[src/rtl/seg_pkg.sv]
// Shared definitions for the 7-segment scan controller: symbol encoding
// and the active-low digit-enable helper.
package seg_pkg;

  localparam int unsigned SYM_W      = 5;
  localparam int unsigned MAX_DIGITS = 8;

  localparam logic [SYM_W-1:0] SYM_SPECIAL = 5'd16;
  localparam logic [SYM_W-1:0] SYM_ZERO    = 5'd0;

  function automatic logic [MAX_DIGITS-1:0] an_onehot_low(input logic [2:0] idx);
    return ~(MAX_DIGITS'(1) << idx);
  endfunction

endpackage

[src/rtl/clk_div_tick.sv]
// Enabled modulo-DIV counter; tick is high for the enabled cycle on which
// the counter sits at DIV-1 and is about to wrap.
module clk_div_tick #(
  parameter int unsigned DIV = 2
) (
  input  logic clk,
  input  logic rst_n,
  input  logic en,
  output logic tick
);

  localparam int unsigned     CNT_W   = (DIV > 1) ? $clog2(DIV) : 1;
  localparam logic [CNT_W-1:0] CNT_MAX = CNT_W'(DIV - 1);

  logic [CNT_W-1:0] cnt_q, cnt_d;

  always_comb begin
    tick  = en && (cnt_q == CNT_MAX);
    cnt_d = cnt_q;
    if (en) begin
      cnt_d = tick ? '0 : cnt_q + 1'b1;
    end
  end

  always_ff @(posedge clk or negedge rst_n) begin
    if (!rst_n) begin
      cnt_q <= '0;
    end else begin
      cnt_q <= cnt_d;
    end
  end

endmodule

[src/rtl/seg_scan_ctrl.sv]
// Time-multiplexed scan controller for an N-digit common-anode 7-segment
// display with shadowed data, leading-zero suppression, blink and dead time.
module seg_scan_ctrl
  import seg_pkg::*;
#(
  parameter int unsigned N_DIGITS    = 4,
  parameter int unsigned CLK_DIV     = 50000,
  parameter int unsigned BLINK_TICKS = 256
) (
  input  logic                      clk,
  input  logic                      rst_n,
  input  logic                      load,
  input  logic [SYM_W*N_DIGITS-1:0] sym_in,
  input  logic [N_DIGITS-1:0]       dp_in,
  input  logic [N_DIGITS-1:0]       blink_in,
  input  logic                      lzs_en,
  output logic [SYM_W-1:0]          symbol,
  output logic                      dp,
  output logic [N_DIGITS-1:0]       an,
  output logic                      frame_start
);

  localparam int unsigned       IDX_W    = $clog2(N_DIGITS);
  localparam logic [IDX_W-1:0]  IDX_LAST = IDX_W'(N_DIGITS - 1);

  logic tick;
  logic blink_wrap;

  logic [IDX_W-1:0]          idx_q, idx_d;
  logic                      phase_q, phase_d;
  logic                      wrap_pend_q, wrap_pend_d;
  logic [SYM_W*N_DIGITS-1:0] sym_sh_q, sym_sh_d;
  logic [N_DIGITS-1:0]       dp_sh_q, dp_sh_d;
  logic [N_DIGITS-1:0]       blink_sh_q, blink_sh_d;
  logic [SYM_W-1:0]          symbol_q, symbol_d;
  logic                      dp_q, dp_d;
  logic [N_DIGITS-1:0]       an_q, an_d;
  logic                      fs_q, fs_d;

  logic [SYM_W-1:0]    sym_arr [N_DIGITS];
  logic [N_DIGITS-1:0] lz_mask;
  logic [N_DIGITS-1:0] blank;
  logic                zero_run;

  clk_div_tick #(.DIV(CLK_DIV)) u_prescaler (
    .clk   (clk),
    .rst_n (rst_n),
    .en    (1'b1),
    .tick  (tick)
  );

  clk_div_tick #(.DIV(BLINK_TICKS)) u_blink_div (
    .clk   (clk),
    .rst_n (rst_n),
    .en    (tick),
    .tick  (blink_wrap)
  );

  // Suppression walks from the most significant digit down; the first
  // non-zero symbol (including the special glyph) or set dp ends the run.
  always_comb begin
    lz_mask  = '0;
    zero_run = 1'b1;
    for (int unsigned d = 0; d < N_DIGITS; d++) begin
      sym_arr[d] = sym_sh_q[SYM_W*d +: SYM_W];
    end
    for (int unsigned k = 0; k < N_DIGITS - 1; k++) begin
      zero_run = zero_run && (sym_arr[N_DIGITS-1-k] == SYM_ZERO) && !dp_sh_q[N_DIGITS-1-k];
      lz_mask[N_DIGITS-1-k] = zero_run;
    end
    blank = (blink_sh_q & {N_DIGITS{phase_q}}) | (lz_mask & {N_DIGITS{lzs_en}});
  end

  always_comb begin
    idx_d       = idx_q;
    phase_d     = phase_q ^ blink_wrap;
    wrap_pend_d = wrap_pend_q;
    an_d        = an_q;
    symbol_d    = symbol_q;
    dp_d        = dp_q;
    fs_d        = 1'b0;
    sym_sh_d    = load ? sym_in   : sym_sh_q;
    dp_sh_d     = load ? dp_in    : dp_sh_q;
    blink_sh_d  = load ? blink_in : blink_sh_q;

    if (tick) begin
      idx_d       = (idx_q == IDX_LAST) ? '0 : idx_q + 1'b1;
      an_d        = '1;
      wrap_pend_d = (idx_q == IDX_LAST);
    end else begin
      fs_d        = wrap_pend_q;
      wrap_pend_d = 1'b0;
      if (blank[idx_q]) begin
        an_d     = '1;
        symbol_d = '0;
        dp_d     = 1'b0;
      end else begin
        an_d     = N_DIGITS'(an_onehot_low(3'(idx_q)));
        symbol_d = sym_arr[idx_q];
        dp_d     = dp_sh_q[idx_q];
      end
    end
  end

  always_ff @(posedge clk or negedge rst_n) begin
    if (!rst_n) begin
      idx_q       <= '0;
      phase_q     <= 1'b0;
      wrap_pend_q <= 1'b0;
      sym_sh_q    <= '0;
      dp_sh_q     <= '0;
      blink_sh_q  <= '0;
      symbol_q    <= '0;
      dp_q        <= 1'b0;
      an_q        <= '1;
      fs_q        <= 1'b0;
    end else begin
      idx_q       <= idx_d;
      phase_q     <= phase_d;
      wrap_pend_q <= wrap_pend_d;
      sym_sh_q    <= sym_sh_d;
      dp_sh_q     <= dp_sh_d;
      blink_sh_q  <= blink_sh_d;
      symbol_q    <= symbol_d;
      dp_q        <= dp_d;
      an_q        <= an_d;
      fs_q        <= fs_d;
    end
  end

  assign symbol      = symbol_q;
  assign dp          = dp_q;
  assign an          = an_q;
  assign frame_start = fs_q;

endmodule

[config.mk]
export PLATFORM = sky130hd
export DESIGN_NAME = seg_scan_ctrl
export DESIGN_NICKNAME = d
export VERILOG_FILES = /design/src/rtl/seg_pkg.sv /design/src/rtl/clk_div_tick.sv /design/src/rtl/seg_scan_ctrl.sv
export SDC_FILE = /design/constraint.sdc
export NUM_CORES = 1
export LEC_CHECK = 0
export BUFFER_PORTS_ARGS = -buffer_cell sky130_fd_sc_hd__clkbuf_2
export CORE_ASPECT_RATIO = 1.75
export CORE_MARGIN = 5
export CORE_UTILIZATION = 60
export DETAILED_ROUTE_END_ITERATION = 8
export PLACE_DENSITY = 0.92
export SLEW_MARGIN = 20
export SYNTH_ARGS = -nofsm -noshare
export SYNTH_HDL_FRONTEND = slang
export SYNTH_SLANG_ARGS = --single-unit
[constraint.sdc]
create_clock -name clk -period 2.5 [get_ports clk]
set_input_delay 0.5 -clock clk [delete_from_list [all_inputs] [get_ports clk]]
set_output_delay 0.5 -clock clk [all_outputs]
set_load 0.005 [all_outputs]
==> results of run 1 <==
-- flip-flops by register name, indices dropped and copies added (netlist names) --
name	cells
an	4
blink_sh_q	4
dp	1
dp_sh_q	4
frame_start	1
idx_q	2
phase_q	1
sym_sh_q	20
symbol	5
u_blink_div.cnt_q	8
u_prescaler.cnt_q	16
wrap_pend_q	1
-- layer usage --
layer,track usage (%),up-vias,part of all wire (%)
li1,-,969,-
met2,34.8,66,55
met3,5.95,22,4.3
met1,23.8,1038,37
met4,10.3,0,3.7
met5,0,-,0
-- final cells by class --
type / instances / area (sq um) / area share (%)
Tap cell: 54 / 67.6 / 1.95
Inverter: 8 / 30.0 / 0.867
Sequential cell: 67 / 1680 / 48.6
Timing Repair Buffer: 44 / 225 / 6.50
Clock buffer: 14 / 163 / 4.70
Multi-Input combinational cell: 159 / 1290 / 37.1
Clock inverter: 2 / 10.0 / 0.289
-- power groups by stage --
stage	clock network [mW]	logic [mW]	registers [mW]
2_1_floorplan	0	0.0813	1.19
3_3_place_gp	0	0.142	1.20
3_5_place_dp	0	0.149	1.20
4_1_cts	0.808	0.152	1.18
5_1_grt	0.853	0.168	1.19
6_report	0.789	0.148	1.19
-- per-stage QoR --
stage               util [%]  worst slack [ns]  instances
global placement        66.1             0.708        332
detailed placement      66.1             0.588        332
CTS                     69.6             0.585        348
global route            69.6             0.380        348
floorplan                  -             0.967        244
finish                  69.6             0.594        348
-- path summary, 6_finish.rpt --
kind | from | endpoint | slack, ns | cells after the start
min in group clk | sym_in[11] | sym_sh_q[11]$_DFFE_PN0P_ | 0.39 | 2
max | u_prescaler.cnt_q[0]$_DFF_PN0_ | idx_q[0]$_DFFE_PN0P_ | 0.59 | 5
min | rst_n | sym_sh_q[6]$_DFFE_PN0P_ | 0.09 | 1
max in group asynchronous | rst_n | an[0]$_DFF_PN1_ | 1.67 | 2
min reg2reg | wrap_pend_q$_DFF_PN0_ | frame_start$_DFF_PN0_ | 0.45 | 1
max reg2reg | u_prescaler.cnt_q[0]$_DFF_PN0_ | idx_q[0]$_DFFE_PN0P_ | 0.59 | 5
-- cell usage after synthesis, types with 2 or more instances --
master | number | area, sq um
xnor2_1 | 6 | 52.6
and3_1 | 4 | 25.0
o211ai_1 | 2 | 15.0
o21ai_0 | 11 | 55.1
inv_1 | 8 | 30.0
and2_1 | 4 | 25.0
or3_1 | 2 | 12.5
a21oi_1 | 6 | 30.0
mux2_2 | 28 | 315
dfstp_2 | 4 | 105
nor4_2 | 2 | 25.0
o31ai_1 | 2 | 15.0
nand2_1 | 17 | 63.8
nand4_1 | 7 | 43.8
xor2_1 | 10 | 87.6
dfrtp_1 | 63 | 1580
mux2i_1 | 2 | 20.0
nand3_1 | 13 | 65.1
ha_1 | 6 | 75.1
mux4_2 | 6 | 135
or4b_1 | 2 | 20.0
buf_4 | 2 | 15.0
nand2b_1 | 3 | 18.8
buf_2 | 6 | 30.0
nor2_1 | 10 | 37.5
-- cell families (layout without fill, tap and decap cells) --
| kind of cell | after synthesis | after routing | synth area share, % |
|---|---|---|---|
| muxes | 36 | 36 | 15.4 |
| xor gates and xnor gates | 16 | 16 | 4.58 |
| buffers and inverters | 18 | 68 | 2.95 |
| and+or+nand+nor | 75 | 75 | 14.5 |
| DFF | 67 | 67 | 55.0 |
| AOI/OAI and AO/OA | 26 | 26 | 5.11 |
| adders and majority gates | 6 | 6 | 2.45 |
==> flow_metrics.py, run 1 <==
metrics = {
    "floorplanning": {
        "num_rows": 34,
        "die_h_um": 104,
        "start_util_pct": 61.4,
        "io_pins": 43,
        "coreArea_sq_mm": 0.00498,
        "die_w_um": 64.0,
        "dieArea_sq_mm": 0.00668,
    },
    "layout": {
        "final_common_cell": "dfrtp_1",
        "final_cell_mix": "63 x dfrtp_1, 42 x clkbuf_2, 28 x mux2_2",
        "fillCellCount": 358,
        "layout-drive-gt1-share_pct": 35.0,
        "diodes": 0,
        "stdcell_area_sq_mm": 0.00346,
        "area_growth_pct": 13.3,
        "nets": 327,
    },
    "worst_setup_path": {
        "crit_path_end_kind": "flop",
        "crit_slowest_cell": "nand4b_1",
        "worstSetupStartpointType": "flop",
        "cp.required_ns": 2.75,
        "slowest_delay_ns": 0.51,
        "crit_fanout": 12,
        "path_class": "reg -> reg",
        "crit_arrival_ns": 2.16,
        "worstPathCellList": "ha_1 -> nand3_1 -> nand4b_1 -> or3_1 -> o21ai_0",
        "cpLargestDelayFamily": "simple AND/OR/NAND/NOR gates",
        "crit_buf_inv": 0,
    },
    "yosys": {
        "synthDistinctLibCells": 43,
        "syn_area_per_cell_sq_um": 12.5,
        "async_flop_share_pct": 100,
        "yosysWarnings": 0,
        "synth_nets": 282,
        "ys_seq_area_share_pct": 55.0,
        "synthCells": 244,
        "synth-edff-count": 0,
        "synth_area_sq_mm": 0.00306,
        "ys_ff_latch": 67,
        "synth_flop_cell": "dfrtp_1",
    },
    "run": {
        "cap_viol_max_count": 0,
    },
    "hold_path": {
        "hold_class": "in -> async",
    },
    "routing": {
        "wirelength_mm": 6.19,
        "post_drt_wl_per_cell_um": 17.8,
        "drcViolationCount": 0,
        "first_pass_iters": 4,
        "ant_nets": 0,
        "drt_iter0_drc": 95,
        "num_vias": 2095,
        "vias_per_cell": 6.02,
    },
    "grt": {
        "grt_max_degree": 29,
        "grt_pass1_vias": 2277,
        "grt_antenna_before_repair": 0,
        "grt_util_all_layers_pct": 20.9,
        "grt_overflow": 0,
        "grt_pass1_wl_mm": 10.8,
    },
    "sta": {
        "rsz0062_at_grt": "false",
        "max_slew.worst_pin.slew_ns": 0.672,
        "relSlewSlack_pct": 55.2,
        "holdWs_ns": 0.0851,
        "final.setup.tns_ns": 0,
        "finalCriticalPeriod_ns": 1.91,
        "clock.fmax_mhz": 525,
        "skew_ns": 0.0126,
        "period_share_pct": 76.2,
        "setup_viol": 0,
        "hold_viol": 0,
        "drv_slew": 0,
    },
    "placement": {
        "place_hpwl_mm": 4.44,
        "io_buffers": 42,
        "gp_congestion": 0.794,
        "placed_cell_area_sq_mm": 0.00329,
    },
    "clock_tree": {
        "root_buffer": "clkbuf_8",
        "htreeDepth": 3,
        "path_clk_slew_ns": 0.07,
        "cts_max_path_buffers": 2,
        "cts_tree": "done",
        "clkLatencyLatePin_ns": 0.34,
        "cts-hold-fix-buffers": 0,
        "cts_resized": 0,
        "clock-sinks": 67,
        "numCtsBuffers": 9,
        "postCtsSetupBuffers": 0,
    },
    "pwr": {
        "p_total_mw": 2.12,
        "seq_power_share_pct": 55.9,
        "p_sw_mw": 0.485,
        "clkPwrFrac_pct": 37.2,
        "swShare_pct": 22.9,
        "power.static_leakage_nw": 1.57,
        "internal_power_mw": 1.64,
        "peakVddDrop_v": 0.000508,
        "power_density_mw_per_mm2": 613,
        "combPwrFrac_pct": 7.0,
    },
    "outcome": {
        "outcome": "finished, final reports clean",
    },
}
(Power assumes the default switching activity.)
==> run 2: changes to the inputs <==
--- a/config.mk
+++ b/config.mk
@@ -5,12 +5,13 @@
 export SDC_FILE = /design/constraint.sdc
 export NUM_CORES = 1
 export LEC_CHECK = 0
+export ABC_AREA = 1
 export BUFFER_PORTS_ARGS = -buffer_cell sky130_fd_sc_hd__clkbuf_2
 export CORE_ASPECT_RATIO = 1.75
 export CORE_MARGIN = 5
-export CORE_UTILIZATION = 60
+export CORE_UTILIZATION = 52
 export DETAILED_ROUTE_END_ITERATION = 8
-export PLACE_DENSITY = 0.92
+export PLACE_DENSITY = 0.85
 export SLEW_MARGIN = 20
 export SYNTH_ARGS = -nofsm -noshare
 export SYNTH_HDL_FRONTEND = slang
==> constraint.sdc (replaced) <==
create_clock -name clk -period 1.6 [get_ports clk]
set_input_delay 0.32 -clock clk [delete_from_list [all_inputs] [get_ports clk]]
set_output_delay 0.32 -clock clk [all_outputs]
set_load 0.005 [all_outputs]
==> flow_metrics.py, run 2 <==
metrics = {
    "worst_setup_path": {
        "crit_fanout": 7,
        "crit_path_end_kind": "flop",
        "cp.required_ns": 1.81,
        "path_class": "reg -> reg",
        "crit_arrival_ns": 1.75,
        "worstSetupStartpointType": "flop",
        "reg2reg_depth": 6,
    },
    "yosys": {
        "synth_area_sq_mm": 0.00338,
        "synth_most_common_cell": "nand2_1",
        "syn_area_per_cell_sq_um": 8.60,
        "ys_ff_latch": 67,
        "synth_top_cell_by_area": "dfrtp_1",
        "synthCells": 393,
        "synth-edff-count": 0,
        "synth_flop_cell": "dfrtp_1",
        "ys_seq_area_share_pct": 49.8,
        "yosysWarnings": 0,
        "yosys-top-cells-area": "dfrtp_1 47%, nand2_1 10%, inv_1 5.2%",
        "synth_commonest_cells": "93 x nand2_1, 63 x dfrtp_1, 47 x inv_1, 36 x nor2_1, 25 x o21ai_0",
        "async_flop_share_pct": 100,
        "synth_top_area_share_pct": 46.6,
        "synthDistinctLibCells": 30,
        "synth_nets": 431,
    },
    "placement": {
        "gp_congestion": 0.887,
        "place_hpwl_mm": 5.31,
        "io_buffers": 42,
        "placed_cell_area_sq_mm": 0.00370,
    },
    "sta": {
        "skew_ns": 0.00672,
        "relSlewSlack_pct": 68.5,
        "period_share_pct": 96.2,
        "holdWs_ns": 0.00846,
        "hold_viol": 0,
        "setup_viol": 0,
        "finalCriticalPeriod_ns": 1.54,
        "clock.fmax_mhz": 650,
        "drv_slew": 0,
        "max_slew.worst_pin.slew_ns": 0.472,
    },
    "layout": {
        "final_cell_mix": "93 x nand2_1, 63 x dfrtp_1, 47 x inv_1",
        "area_growth_pct": 22.4,
        "regMostFlops": "sym_sh_q",
        "reg_top3": "sym_sh_q (20), u_prescaler.cnt_q (16), u_blink_div.cnt_q (8)",
        "diodes": 0,
        "largest_reg_flops": 20,
        "layout-drive-gt1-share_pct": 24.4,
        "nets": 487,
        "stdcell_area_sq_mm": 0.00414,
        "final_common_cell": "nand2_1",
    },
    "routing": {
        "drt_iter0_drc": 202,
        "wl_met3_um": 322,
        "drcViolationCount": 0,
        "wl_met2_mm": 4.22,
        "wirelength_mm": 7.85,
        "vias_per_cell": 5.32,
        "dr.max_layer_used": "met4",
        "wl_met1_mm": 2.95,
        "num_vias": 2854,
        "first_pass_iters": 5,
        "post_drt_wl_per_cell_um": 14.6,
        "ant_nets": 0,
    },
    "pwr": {
        "swShare_pct": 21.6,
        "p_total_mw": 4.06,
        "clkPwrFrac_pct": 48.6,
        "power.static_leakage_nw": 2.04,
        "seq_power_share_pct": 45.1,
        "peakVddDrop_v": 0.000857,
        "power_density_mw_per_mm2": 982,
        "p_sw_mw": 0.877,
        "internal_power_mw": 3.18,
        "combPwrFrac_pct": 6.3,
    },
    "floorplanning": {
        "start_util_pct": 52.5,
        "die_h_um": 117,
        "die_w_um": 70.9,
        "num_rows": 39,
        "dieArea_sq_mm": 0.00827,
        "coreArea_sq_mm": 0.00644,
        "io_pins": 43,
    },
    "outcome": {
        "outcome": "finished, final reports clean",
    },
    "grt": {
        "grt_antenna_before_repair": 0,
        "grt_pass1_vias": 2813,
        "grt_pass1_wl_mm": 12.4,
        "grt_max_degree": 68,
        "grt_overflow": 0,
        "grt_util_all_layers_pct": 19.4,
    },
    "clock_tree": {
        "numCtsBuffers": 9,
        "htreeDepth": 3,
        "path_clk_slew_ns": 0.06,
        "clock-sinks": 67,
        "root_buffer": "clkbuf_16",
        "clkLatencyLatePin_ns": 0.33,
        "cts_tree": "done",
        "cts_max_path_buffers": 2,
    },
    "hold_path": {
        "hold_class": "in -> async",
    },
    "run": {
        "cap_viol_max_count": 0,
    },
}
==> run 2: cell count changes after synthesis, sizes merged, moves of 6 or more <==
cell / previous run / this run
inv: 8 / 50
nor2: 10 / 40
mux2: 28 / 13
mux4: 6 / 0
nor3: 1 / 10
o21ai: 12 / 26
a21oi: 6 / 15
nand3: 13 / 22
nand2: 17 / 101
==> run 2: final timing paths <==
| check | start | to | slack (ns) |
|---|---|---|---|
| setup / recovery | u_prescaler.cnt_q[0]$_DFF_PN0_ | u_blink_div.cnt_q[2]$_DFFE_PN0P_ | 0.06 |
| hold / removal | rst_n | dp$_DFFE_PN0N_ | 0.008 |
| setup reg to reg | u_prescaler.cnt_q[0]$_DFF_PN0_ | u_blink_div.cnt_q[2]$_DFFE_PN0P_ | 0.06 |
| hold reg to reg | wrap_pend_q$_DFF_PN0_ | frame_start$_DFF_PN0_ | 0.47 |
| max in group asynchronous | rst_n | an[3]$_DFF_PN1_ | 1.28 |
| min in group clk | sym_in[6] | sym_sh_q[6]$_DFFE_PN0P_ | 0.20 |
==> run 2: cell type report <==
| type | count | area (sq um) |
|---|---|---|
| Tap cell | 82 | 103 |
| Clock buffer | 14 | 264 |
| Sequential cell | 67 | 1680 |
| Inverter | 50 | 188 |
| Timing Repair Buffer | 55 | 349 |
| Clock inverter | 2 | 35.0 |
| Multi-Input combinational cell | 266 | 1520 |
| Fill cell | 529 | 2300 |
==> run 2: power groups by stage <==
stage | Combinational [mW] | Clock, mW | Sequential, mW
after floorplan | 0.136 | 0 | 1.84
after global placement | 0.248 | 0 | 1.86
after detailed placement | 0.258 | 0 | 1.86
after CTS | 0.261 | 1.98 | 1.83
after global routing | 0.294 | 2.10 | 1.84
final | 0.256 | 1.97 | 1.83
==> run 2: critical path: stages (launching register included) <==
cell and delay [ns]:
dfrtp_1 0.41, ha_4 0.18, nand3_4 0.11, nor2_4 0.20, nand4_1 0.27, nor2_1 0.19, a21oi_1 0.06
==> run 2: what timing repair did <==
| item | CTS | global route |
|---|---|---|
| buffers inserted | 2 | 6 |
| pin swaps | 1 | 6 |
| hold buffers | 0 | 0 |
| gates resized for setup | 1 | 10 |
| setup endpoints to repair | 3 | 31 |
| cloned | 0 | 1 |
==> run 2: cells by family after synthesis <==
logic type	after synthesis	share of synthesized area, %
xor gates and xnor gates	15	3.89
DFF	67	49.8
and+or+nand+nor	184	25.0
buffers and inverters	61	7.40
muxes	13	4.33
adders and majority gates	6	2.22
AOI/OAI and AO/OA	47	7.40
==> run 2: per-stage QoR <==
stage	setup TNS (ns)	cells	setup slack, ns	utilization, %
2_1_floorplan	0	393	0.194	-
3_3_place_gp	0	511	0.0827	57.5
3_5_place_dp	-0.00570	511	-0.00570	57.5
4_1_cts	-0.0127	529	-0.0127	62.5
5_1_grt	-0.168	536	-0.0359	64.2
6_report	0	536	0.0604	64.2
==> run 2: metal layers <==
layer  vias up  GRT usage [%]
met5         -              0
met3        33           4.48
li1       1363              -
met4         0           12.3
met1      1369           20.4
met2        89           34.4
==> run 3: changes to the inputs <==
--- a/config.mk
+++ b/config.mk
@@ -6,12 +6,13 @@
 export NUM_CORES = 1
 export LEC_CHECK = 0
 export ABC_AREA = 1
-export BUFFER_PORTS_ARGS = -buffer_cell sky130_fd_sc_hd__clkbuf_2
+export CAP_MARGIN = 25
 export CORE_ASPECT_RATIO = 1.75
 export CORE_MARGIN = 5
-export CORE_UTILIZATION = 52
+export CORE_UTILIZATION = 57
 export DETAILED_ROUTE_END_ITERATION = 8
-export PLACE_DENSITY = 0.85
+export DONT_BUFFER_PORTS = 1
+export PLACE_DENSITY = 0.84
 export SLEW_MARGIN = 20
 export SYNTH_ARGS = -nofsm -noshare
 export SYNTH_HDL_FRONTEND = slang
==> flow_metrics.py, run 3 (synthesis results as in run 2) <==
metrics = {
    "outcome": {
        "outcome": "finished, violations left",
        "violations": "negative hold slack",
    },
    "worst_setup_path": {
        "worstSetupStartpointType": "flop",
        "worstPathCellList": "ha_2 -> nand3_4 -> nor2_4 -> nand4_1 -> buf_4 -> nand2_1 -> nand2_1",
        "reg2reg_slack_ns": 0.05,
        "crit_slowest_cell": "dfrtp_1",
        "cpMostUsedCell": "nand2_1",
        "cp.required_ns": 1.84,
        "path_class": "reg -> reg",
        "slowest_delay_ns": 0.36,
        "crit_path_end_kind": "flop",
        "crit_fanout": 4,
        "crit_arrival_ns": 1.79,
    },
    "pwr": {
        "swShare_pct": 22.1,
        "internal_power_mw": 2.57,
        "peakVddDrop_v": 0.000790,
        "power_density_mw_per_mm2": 889,
        "p_sw_mw": 0.729,
        "combPwrFrac_pct": 4.5,
        "clkPwrFrac_pct": 39.9,
        "power.static_leakage_nw": 1.79,
        "seq_power_share_pct": 55.5,
    },
    "layout": {
        "regMostFlops": "sym_sh_q",
        "final_cell_mix": "93 x nand2_1, 63 x dfrtp_1, 47 x inv_1",
        "final_util_pct": 63.5,
        "reg_top3": "sym_sh_q (20), u_prescaler.cnt_q (16), u_blink_div.cnt_q (8)",
        "fillCellCount": 482,
        "nets": 440,
        "layout-drive-gt1-share_pct": 15.0,
        "area_growth_pct": 9.66,
        "final_common_cell": "nand2_1",
        "largest_reg_flops": 20,
        "diodes": 0,
    },
    "clock_tree": {
        "numCtsBuffers": 9,
        "clkLatencyLatePin_ns": 0.35,
        "cts_tree": "done",
        "cts_max_path_buffers": 2,
        "path_clk_slew_ns": 0.07,
        "htreeDepth": 3,
        "root_buffer": "clkbuf_8",
        "clock-sinks": 67,
    },
    "sta": {
        "relSlewSlack_pct": 67.3,
        "holdWs_ns": -0.340,
        "finalCriticalPeriod_ns": 1.55,
        "max_slew.worst_pin.slew_ns": 0.490,
        "hold_viol": 67,
        "drv_slew": 0,
        "setup_viol": 0,
        "period_share_pct": 96.6,
        "skew_ns": 0.00940,
        "setup_ws_ns": 0.0545,
        "clock.fmax_mhz": 647,
    },
    "grt": {
        "grt_max_degree": 68,
        "grt_overflow": 0,
        "grt_util_all_layers_pct": 20.4,
        "grt_pass1_vias": 2634,
        "grt_antenna_before_repair": 0,
        "grt_pass1_wl_mm": 11.6,
    },
    "routing": {
        "drt_iter0_drc": 203,
        "num_vias": 2659,
        "first_pass_iters": 4,
        "ant_nets": 0,
        "drcViolationCount": 0,
        "vias_per_cell": 5.48,
        "post_drt_wl_per_cell_um": 14.5,
        "wirelength_mm": 7.02,
    },
    "floorplanning": {
        "io_pins": 43,
        "die_h_um": 112,
        "dieArea_sq_mm": 0.00763,
        "die_w_um": 68.2,
        "num_rows": 37,
        "coreArea_sq_mm": 0.00583,
        "start_util_pct": 57.9,
    },
    "placement": {
        "gp_congestion": 0.978,
        "io_buffers": 0,
        "place_hpwl_mm": 5.18,
        "dp_slack_ns": 0.00624,
    },
    "hold_path": {
        "hold_class": "in -> async",
    },
    "run": {
        "cap_viol_max_count": 0,
    },
}
-- run 3: metrics by stage --
stage | power, mW | TNS [ns] | std cells | cell area [sq um]
5_1_grt | 3.46 | -0.0866 | 485 | 3710
6_report | 3.30 | 0 | 485 | 3710
4_1_cts | 3.32 | 0 | 481 | 3650
3_5_place_dp | 2.01 | 0 | 465 | 3460
2_1_floorplan | 1.98 | 0 | 393 | 3380
3_3_place_gp | 2.00 | 0 | 465 | 3460
-- run 3: worst max-delay path, delay by kind of cell, from the launching register on --
kind                     cells  cell delay (ns)
AND/OR/NAND/NOR              5             0.64
flip-flops                   1             0.36
adder cells (fa/ha/maj)      1             0.23
buffers and inverters        1             0.21
-- run 3: area by class of cell --
type	count	area [sq um]	area share (%)
Clock buffer	13	139	3.75
Clock inverter	3	40.0	1.08
Inverter	50	193	5.20
Multi-Input combinational cell	266	1480	40.0
Sequential cell	67	1680	45.4
Tap cell	78	97.6	2.63
Timing Repair Buffer	8	72.6	1.96
-- run 3: repair_timing --
item                       CTS  global route
buffers inserted             0             3
gates cloned                 0             1
pin swaps                    0             3
gates resized for setup      1             7
setup endpoints to repair    1            21
hold endpoints to repair    67            67
-- run 3: path summary, 6_finish.rpt --
check | end | start | cells after the start
worst min register to register | frame_start$_DFF_PN0_ | wrap_pend_q$_DFF_PN0_ | 2
min in group clk | blink_sh_q[3]$_DFFE_PN0P_ | load | 1
max in group asynchronous | an[0]$_DFF_PN1_ | rst_n | 0
worst min-delay path | frame_start$_DFF_PN0_ | rst_n | 0
worst max register to register | u_blink_div.cnt_q[1]$_DFFE_PN0P_ | u_prescaler.cnt_q[0]$_DFF_PN0_ | 7
worst max-delay path | u_blink_div.cnt_q[1]$_DFFE_PN0P_ | u_prescaler.cnt_q[0]$_DFF_PN0_ | 7
-- run 3: per-layer routing --
| layer | vias up | part of all wire (%) | GRT usage [%] |
|---|---|---|---|
| met5 | - | 0 | 0 |
| met4 | 0 | 4.4 | 12.6 |
| met3 | 24 | 5.1 | 5.65 |
| met2 | 95 | 54 | 33.6 |
| met1 | 1265 | 36 | 22.3 |
| li1 | 1275 | - | - |
-- run 3: power groups by stage --
stage                     Sequential [mW]  Clock (mW)  Combinational, mW
after detailed placement             1.86           0              0.151
after global placement               1.86           0              0.146
after CTS                            1.83        1.34              0.152
after floorplan                      1.84           0              0.136
after global routing                 1.84        1.45              0.173
final                                1.83        1.32              0.150
